### src/rtl/if_pc_sequencer_if.sv
// Fetch-control bundle of the IF PC sequencer: stall/redirect requests in,
// fetch PC, qualifiers and region enables out.
interface if_pc_sequencer_if #(
    parameter int XLEN    = 32,
    parameter int N_REDIR = 2
);
    logic                    stall;
    logic [N_REDIR-1:0]      redir_valid;
    logic [N_REDIR*XLEN-1:0] redir_target;
    logic [XLEN-1:0]         pc;
    logic                    pc_valid;
    logic                    flush;
    logic                    redir_pending;
    logic                    bios_en;
    logic                    imem_en;
    logic                    misalign;

    modport master (
        output stall, redir_valid, redir_target,
        input  pc, pc_valid, flush, redir_pending, bios_en, imem_en, misalign
    );

    modport slave (
        input  stall, redir_valid, redir_target,
        output pc, pc_valid, flush, redir_pending, bios_en, imem_en, misalign
    );
endinterface

### src/rtl/if_pc_sequencer.sv
// Instruction-fetch PC sequencer: prioritised redirects vs PC+4, stall-time
// redirect capture/replay, BIOS/IMEM decode. Option: IF_MISALIGN_TRAP_EN.
module if_pc_sequencer #(
    parameter int              XLEN     = 32,
    parameter int              N_REDIR  = 2,
    parameter logic [XLEN-1:0] RESET_PC = 32'h4000_0000,
    parameter int              BIOS_BIT = 30,
    parameter logic [XLEN-1:0] TRAP_VEC = 32'h4000_0100
) (
    input logic              clk,
    input logic              rst,
    if_pc_sequencer_if.slave bus
);
    localparam int IDXW = (N_REDIR > 1) ? $clog2(N_REDIR) : 1;

    typedef enum logic [1:0] {BOOT, RUN, HOLD} state_t;

    state_t          state;
    logic [XLEN-1:0] pc_q;
    logic [XLEN-1:0] pend_tgt;
    logic [IDXW-1:0] pend_idx;
    logic            flush_q;
    logic            mis_q;

    logic            win;
    logic [IDXW-1:0] win_idx;
    logic [XLEN-1:0] win_raw;
    logic [XLEN-1:0] win_tgt;
    logic            live_ok;
    logic [XLEN-1:0] sel_tgt;
    logic [XLEN-1:0] sel_pc;
    logic            sel_mis;

    // Descending scan so the lowest asserted index is the last one written.
    always_comb begin
        win     = 1'b0;
        win_idx = '0;
        win_raw = '0;
        for (int i = N_REDIR - 1; i >= 0; i--) begin
            if (bus.redir_valid[i]) begin
                win     = 1'b1;
                win_idx = IDXW'(i);
                win_raw = bus.redir_target[i*XLEN +: XLEN];
            end
        end
    end

`ifdef IF_MISALIGN_TRAP_EN
    // Keep raw low bits so a replayed capture can still be checked.
    assign win_tgt = win_raw;
`else
    assign win_tgt = win_raw & ~XLEN'(3);
`endif

    assign live_ok = win && (win_idx <= pend_idx);
    assign sel_tgt = (state == HOLD && !live_ok) ? pend_tgt : win_tgt;

`ifdef IF_MISALIGN_TRAP_EN
    assign sel_mis = |sel_tgt[1:0];
    assign sel_pc  = sel_mis ? TRAP_VEC : sel_tgt;
`else
    assign sel_mis = 1'b0;
    assign sel_pc  = sel_tgt;
`endif

    always_ff @(posedge clk or posedge rst) begin
        if (rst) begin
            state    <= BOOT;
            pc_q     <= RESET_PC;
            pend_tgt <= '0;
            pend_idx <= '0;
            flush_q  <= 1'b0;
            mis_q    <= 1'b0;
        end else begin
            flush_q <= 1'b0;
            mis_q   <= 1'b0;
            case (state)
                BOOT: state <= RUN;
                RUN: begin
                    if (!bus.stall) begin
                        if (win) begin
                            pc_q    <= sel_pc;
                            flush_q <= 1'b1;
                            mis_q   <= sel_mis;
                        end else begin
                            pc_q <= pc_q + XLEN'(4);
                        end
                    end else if (win) begin
                        pend_tgt <= win_tgt;
                        pend_idx <= win_idx;
                        state    <= HOLD;
                    end
                end
                HOLD: begin
                    if (bus.stall) begin
                        if (live_ok) begin
                            pend_tgt <= win_tgt;
                            pend_idx <= win_idx;
                        end
                    end else begin
                        pc_q     <= sel_pc;
                        flush_q  <= 1'b1;
                        mis_q    <= sel_mis;
                        pend_tgt <= '0;
                        pend_idx <= '0;
                        state    <= RUN;
                    end
                end
                default: state <= BOOT;
            endcase
        end
    end

    assign bus.pc            = pc_q;
    assign bus.pc_valid      = (state != BOOT);
    assign bus.flush         = flush_q;
    assign bus.redir_pending = (state == HOLD);
    assign bus.bios_en       = pc_q[BIOS_BIT];
    assign bus.imem_en       = ~pc_q[BIOS_BIT];
    assign bus.misalign      = mis_q;
endmodule

### src/flat_wrapper.sv
// flat-port wrapper written by rule: the top's interface ports become plain ports
module if_pc_sequencer_flat 
#(
    parameter int              XLEN     = 32,
    parameter int              N_REDIR  = 2,
    parameter logic [XLEN-1:0] RESET_PC = 32'h4000_0000,
    parameter int              BIOS_BIT = 30,
    parameter logic [XLEN-1:0] TRAP_VEC = 32'h4000_0100
)
  (clk, rst, bus_stall, bus_redir_valid, bus_redir_target, bus_pc, bus_pc_valid, bus_flush, bus_redir_pending, bus_bios_en, bus_imem_en, bus_misalign);
  if_pc_sequencer_if #(.XLEN(XLEN), .N_REDIR(N_REDIR)) bus_i ();
  input logic clk;
  input logic rst;
  input wire logic [$bits(bus_i.stall)-1:0] bus_stall;
  input wire logic [$bits(bus_i.redir_valid)-1:0] bus_redir_valid;
  input wire logic [$bits(bus_i.redir_target)-1:0] bus_redir_target;
  output wire logic [$bits(bus_i.pc)-1:0] bus_pc;
  output wire logic [$bits(bus_i.pc_valid)-1:0] bus_pc_valid;
  output wire logic [$bits(bus_i.flush)-1:0] bus_flush;
  output wire logic [$bits(bus_i.redir_pending)-1:0] bus_redir_pending;
  output wire logic [$bits(bus_i.bios_en)-1:0] bus_bios_en;
  output wire logic [$bits(bus_i.imem_en)-1:0] bus_imem_en;
  output wire logic [$bits(bus_i.misalign)-1:0] bus_misalign;
  assign bus_i.stall = bus_stall;
  assign bus_i.redir_valid = bus_redir_valid;
  assign bus_i.redir_target = bus_redir_target;
  assign bus_pc = bus_i.pc;
  assign bus_pc_valid = bus_i.pc_valid;
  assign bus_flush = bus_i.flush;
  assign bus_redir_pending = bus_i.redir_pending;
  assign bus_bios_en = bus_i.bios_en;
  assign bus_imem_en = bus_i.imem_en;
  assign bus_misalign = bus_i.misalign;
  if_pc_sequencer #(.XLEN(XLEN), .N_REDIR(N_REDIR), .RESET_PC(RESET_PC), .BIOS_BIT(BIOS_BIT), .TRAP_VEC(TRAP_VEC)) u_core (.clk(clk), .rst(rst), .bus(bus_i));
endmodule
### config.mk
export PLATFORM = sky130hd
export DESIGN_NAME = if_pc_sequencer_flat
export DESIGN_NICKNAME = d
export VERILOG_FILES = /design/src/rtl/if_pc_sequencer_if.sv /design/src/rtl/if_pc_sequencer.sv /design/src/flat_wrapper.sv
export SDC_FILE = /design/constraint.sdc
export NUM_CORES = 1
export LEC_CHECK = 0
export ABC_AREA = 1
export CAP_MARGIN = 20
export CORE_ASPECT_RATIO = 1.2
export CORE_UTILIZATION = 50
export CTS_CLUSTER_DIAMETER = 40
export DETAILED_ROUTE_END_ITERATION = 10
export MAX_ROUTING_LAYER = met4
export PLACE_DENSITY = 0.81
export SLEW_MARGIN = 40
export SYNTH_ARGS = -nofsm -noshare
export SYNTH_HDL_FRONTEND = slang
export SYNTH_SLANG_ARGS = --single-unit
export TNS_END_PERCENT = 20
### constraint.sdc
create_clock -name clk -period 2.6 [get_ports clk]
set_input_delay 0.52 -clock clk [delete_from_list [all_inputs] [get_ports clk]]
set_output_delay 0.52 -clock clk [all_outputs]
set_load 0.01 [all_outputs]
Word-level counts from Yosys, hierarchy flattened. Index checks and enable logic that the tools add are counted.

Add/subtract/negate cells: 1. Multiply operators: 0. Divide/modulo/power cells: 0. $lt $le $gt $ge: 1. Eq/ne operators: 7. Shift operators: 0. Mux-type cells: 28. Bitwise operators: 1. Reduce and logical (&&, ||, !) cells: 9.

Operator list (number): 32-bit 2-to-1 mux (10); 32-bit case mux with 2 select lines (2); 32-bit by 3-bit adder with 32-bit output, second input constant (1); 1-bit 2-to-1 mux (10); 2-bit 2-to-1 mux (3); 2-bit inequality test, second input constant (3); 2-bit case mux with 3 select lines (1); 3-bit AND reduction (2); 1-bit case mux with 2 select lines (2); 4-bit AND reduction (1); 2-bit nonzero test (2); 3-bit by 2-bit inequality test with 1-bit output, second input constant (1); 2-bit by 1-bit equality test with 1-bit output, second input constant (1); 2-bit equality test, second input constant (1); 1-bit logical AND (2); 2-bit zero test (1); 2-bit by 1-bit inequality test with 1-bit output, second input constant (1); 1-bit <= comparator (1); 1-bit zero test (1); 1-bit inverter (1).

Bits in registers: 68. Latch bits: 0. Bits in writable memories: 0. Memory bits (read-only): 0. Output and inout port bits: 38. Memories: 0.

Logic depth before layout (Yosys ltp).
Depth in word-level cells: 10. Depth in mapped cells: 11. Mapped depth without buffers: 11.

Worst setup path before layout. Ideal clock, no wire load.

Kind: register -> register. Start: register u_core.state[0]. End: register u_core.pend_tgt[22]. Arrival: 1.591 ns. Required time: 2.469 ns. Path slack: 0.878 ns. Cell stages (with the launch flop): 9. Period minus slack after synthesis: 1.722 ns. Path through: dfrtp_1 inv_1 ha_1 inv_1 or2_2 clkbuf_1 clkbuf_1 nand3_1 o21ai_0.

Word-level cells in the longest chain between the ends: 3.

Ends and longest elaborated chain: start, declared (line if_pc_sequencer.sv:18) `state_t state;`; start signal, assigned (line if_pc_sequencer.sv:68) `state <= BOOT;`; start signal, assigned (line if_pc_sequencer.sv:78) `BOOT: state <= RUN;`; start signal, assigned (line if_pc_sequencer.sv:91) `state <= HOLD;`; 2-bit equality test (*); via bus_redir_pending (line flat_wrapper.sv:20) `output wire logic [$bits(bus_i.redir_pending)-1:0] bus_redir_pending;`; 3-bit by 2-bit inequality test with 1-bit output (no line) or 2-bit nonzero test (tied branches); 4-bit AND reduction (no line); end signal, assigned (line if_pc_sequencer.sv:89) `pend_tgt <= win_tgt;`; end signal, assigned (line if_pc_sequencer.sv:97) `pend_tgt <= win_tgt;`; end, declared (line if_pc_sequencer.sv:20) `logic [XLEN-1:0] pend_tgt;`.

Mark *: on every way through the listed nets, which the timed path passes. The rest lies on a longest branch. A chain may end at the register's enable or synchronous reset.

Worst setup path after layout.
Start: register u_core.state[0]. End: output bus_redir_pending.

Word-level cells in the longest chain between the ends: 1.

Ends and longest elaborated chain: 2-bit equality test (line if_pc_sequencer.sv:117) `assign bus.redir_pending = (state == HOLD);`; end, declared (line flat_wrapper.sv:20).

No other way between the ends.

==> run metrics <==
CTS max path bufs=2; WS Path Type=register to output pin; crit path DAT=between 1.5 and 2 ns; WL per Instance=15.36 um; Clock Sinks=64; pin count of the biggest net entering global routing=65; EDFF count, synth=0; share of cells above drive strength 1=7.164%; Pre-antenna DRT Iters=6; crit path max fanout=6; io pins=107; Global Route Usage Sum=about 31%; final worst slack=0.2952 ns; Top Layer Used=met4; FF/Latch Area=1603 sq um; synth warn=0; Port Buffer Count=99; Die Area=~8800 sq um; Slew Limit Fails=0; number of fill cells=just under 700; total wire length=12.26 mm; latest clock arrival within the worst-skew pair=0.35 ns; initial antenna violation count=0; CP Cell Sequence=inv_1 > ha_1 > clkdlybuf4s50_1; CP required=roughly 2.1 ns; Max stage delay on crit path=0.60 ns; Clock Skews=0.009204 ns; Max-slew headroom=between 50 and 60%; Max IR drop VDD=roughly 0.9 mV; outcome=finished clean; Yosys reg bits=64; starting density of the core=between 50% and 60%; die width=~86 um; worst setup path endpoint=bus_redir_pending; leakage power=0.002436 uW; Net count, final=753; Core Area=8153 sq um; Yosys top cell area share=37.48%; cells after synthesis=590; Antenna Nets Post-Route=0; Worst Reg-to-Reg Cells=10; Avg Synthesized Cell Area=between 7 and 8 sq um; WL met1=roughly 5.3 mm; area leader, netlist=dfrtp_1; Worst Setup End Kind=output pin; post-CTS sizing=0; min-delay worst type=register to register; hold path startpoint=u_core.bus.pc[30]; met2 wire length=6.029 mm; Reg-to-Reg End=u_core.bus.pc[20]; postcts setup bufs=0; most frequent cells after synthesis=126 x nand2_1, 76 x inv_1, 63 x dfrtp_1, 56 x o21ai_0, 52 x nand3_1; Multi-input gate area=2161 sq um; Slowest cell on crit path=clkdlybuf4s50_1; mapped cell area=around 4200 sq um; CTS Buf Count=9; Worst Tran Pin Value=0.6196 ns; # H-tree levels=3; via count=between 4,000 and 5,000; Antenna Cells=0; grt total ovfl=0; Peak Freq=about 430 MHz; Clock transition at path regs=0.07 ns; vias in the first global route=4,145; Reg2Reg Setup Slack=0.47 ns; GPL Wtd Cong=between 0.9 and 1; register area share after synthesis=a little under two fifths; Area contributors post-synth=dfrtp_1 37%, nand2_1 11%, inv_1 6.8%; post-detail-place hpwl=8.795 mm; Hold-fix buffers, CTS=0; Final min period=2.305 ns; CTS root buffer=clkbuf_8; first-pass GRT wire length=20.11 mm; Final setup viols=0; post-DR vias/cell=5.558; CTS tree=built; Post-synth ARST share=100.0%; CP bufs+invs=2; PwrDens=1101 nW/um^2; top-count cell post-synth=nand2_1; CP Launch Point=u_core.state[0]; Crit path max-delay family=buffers and inverters; Yosys cell types=41; Main synth FF type=dfrtp_1; RSZ-0062 raised after global routing=no; TNS Setup=0 ns; row cnt=36; hold violation total from the final report=0; number of cells on the critical path=3; maxcap violations=0; # DRC=0; Die Y=102.5 um; Layout area overhead=30.82%; crit start category=register; crit share post-route=88.65%; DR iter-0 viols=375; DR WL met3=683 um; Reg-to-Reg Start=u_core.state[0]; pre-CTS WS=approximately 0.21 ns
[state kept, by name, indices dropped and copies added (netlist names)]
register and flops:
u_core.pend_tgt 30, u_core.state 2, u_core.bus.pc 30, u_core.bus.flush 1
u_core.pend_idx 1
[worst min path at each step]
stage,depth (start not counted),slack [ns],endpoint
after floorplan,2,0.49,u_core.pend_tgt[3]
final,2,0.52,u_core.bus.pc[30]
after detailed placement,2,0.51,u_core.pend_tgt[23]
after CTS,2,0.52,u_core.pend_tgt[23]
after global routing,2,0.55,u_core.pend_tgt[3]
after global placement,2,0.50,u_core.pend_tgt[23]
[cell type report]
cell class | instances | area share, %
inverters | 78 | 5.321
repair buffers | 111 | 20.55
well taps | 114 | 2.592
flip-flops and latches | 64 | 29.13
clock buffers | 12 | 2.819
multi-input cells | 416 | 39.27
clock inverters | 3 | 0.3183
[through the flow]
step           total power (uW)  util (%)  cells  hold WS [ns]  instance area (sq um)
2_1_floorplan              3876         -    592        0.4862                   4214
3_3_place_gp               5133     65.38    783        0.5026                   5330
3_5_place_dp               5240     65.38    783        0.5054                   5330
4_1_cts                    6030     67.50    798        0.5239                   5503
5_1_grt                    6551     67.50    798        0.5459                   5503
6_report                   6061     67.50    798        0.5220                   5503
[cell families after synthesis]
kind of cell / count (synthesis) / synth area share (%)
simple gates: 265 / 29.39
compound gates: 143 / 20.20
buf+inv: 112 / 10.83
flops: 64 / 38.10
fa+ha+maj: 4 / 1.190
xor+xnor: 1 / 0.2082
other cells: 1 / 0.08915
[layer usage]
metal  vias up  track usage, %
li1       2142               -
met1      2058           39.40
met2       209           49.54
met3        26           4.281
met4         0           10.51
met5         -               -
[power breakdown]
group          internal [uW]  switching (uW)  leakage, uW  total [uW]
clock network            390             396    0.0000882         786
registers               1480             411     0.000791        1890
logic                   1420            1960      0.00156        3380
[placed cells by master (no fill, tap or decap), types with 8 or more instances in the layout]
cell type          n
a21oi_1           31
a22o_1             8
a22oi_1           23
buf_4              8
clkbuf_8          11
clkdlybuf4s50_1   99
dfrtp_1           63
inv_1             75
nand2_1          126
nand3_1           52
nand3b_1          13
nor2_1            38
nor3_1            11
o21ai_0           56
o21ai_1            8
[tightest hold or removal path: stages, from the launching register on]
cell and delay [ns]:
dfstp_2 0.39, inv_1 0.07, a21oi_1 0.06
(Power assumes the default switching activity.)
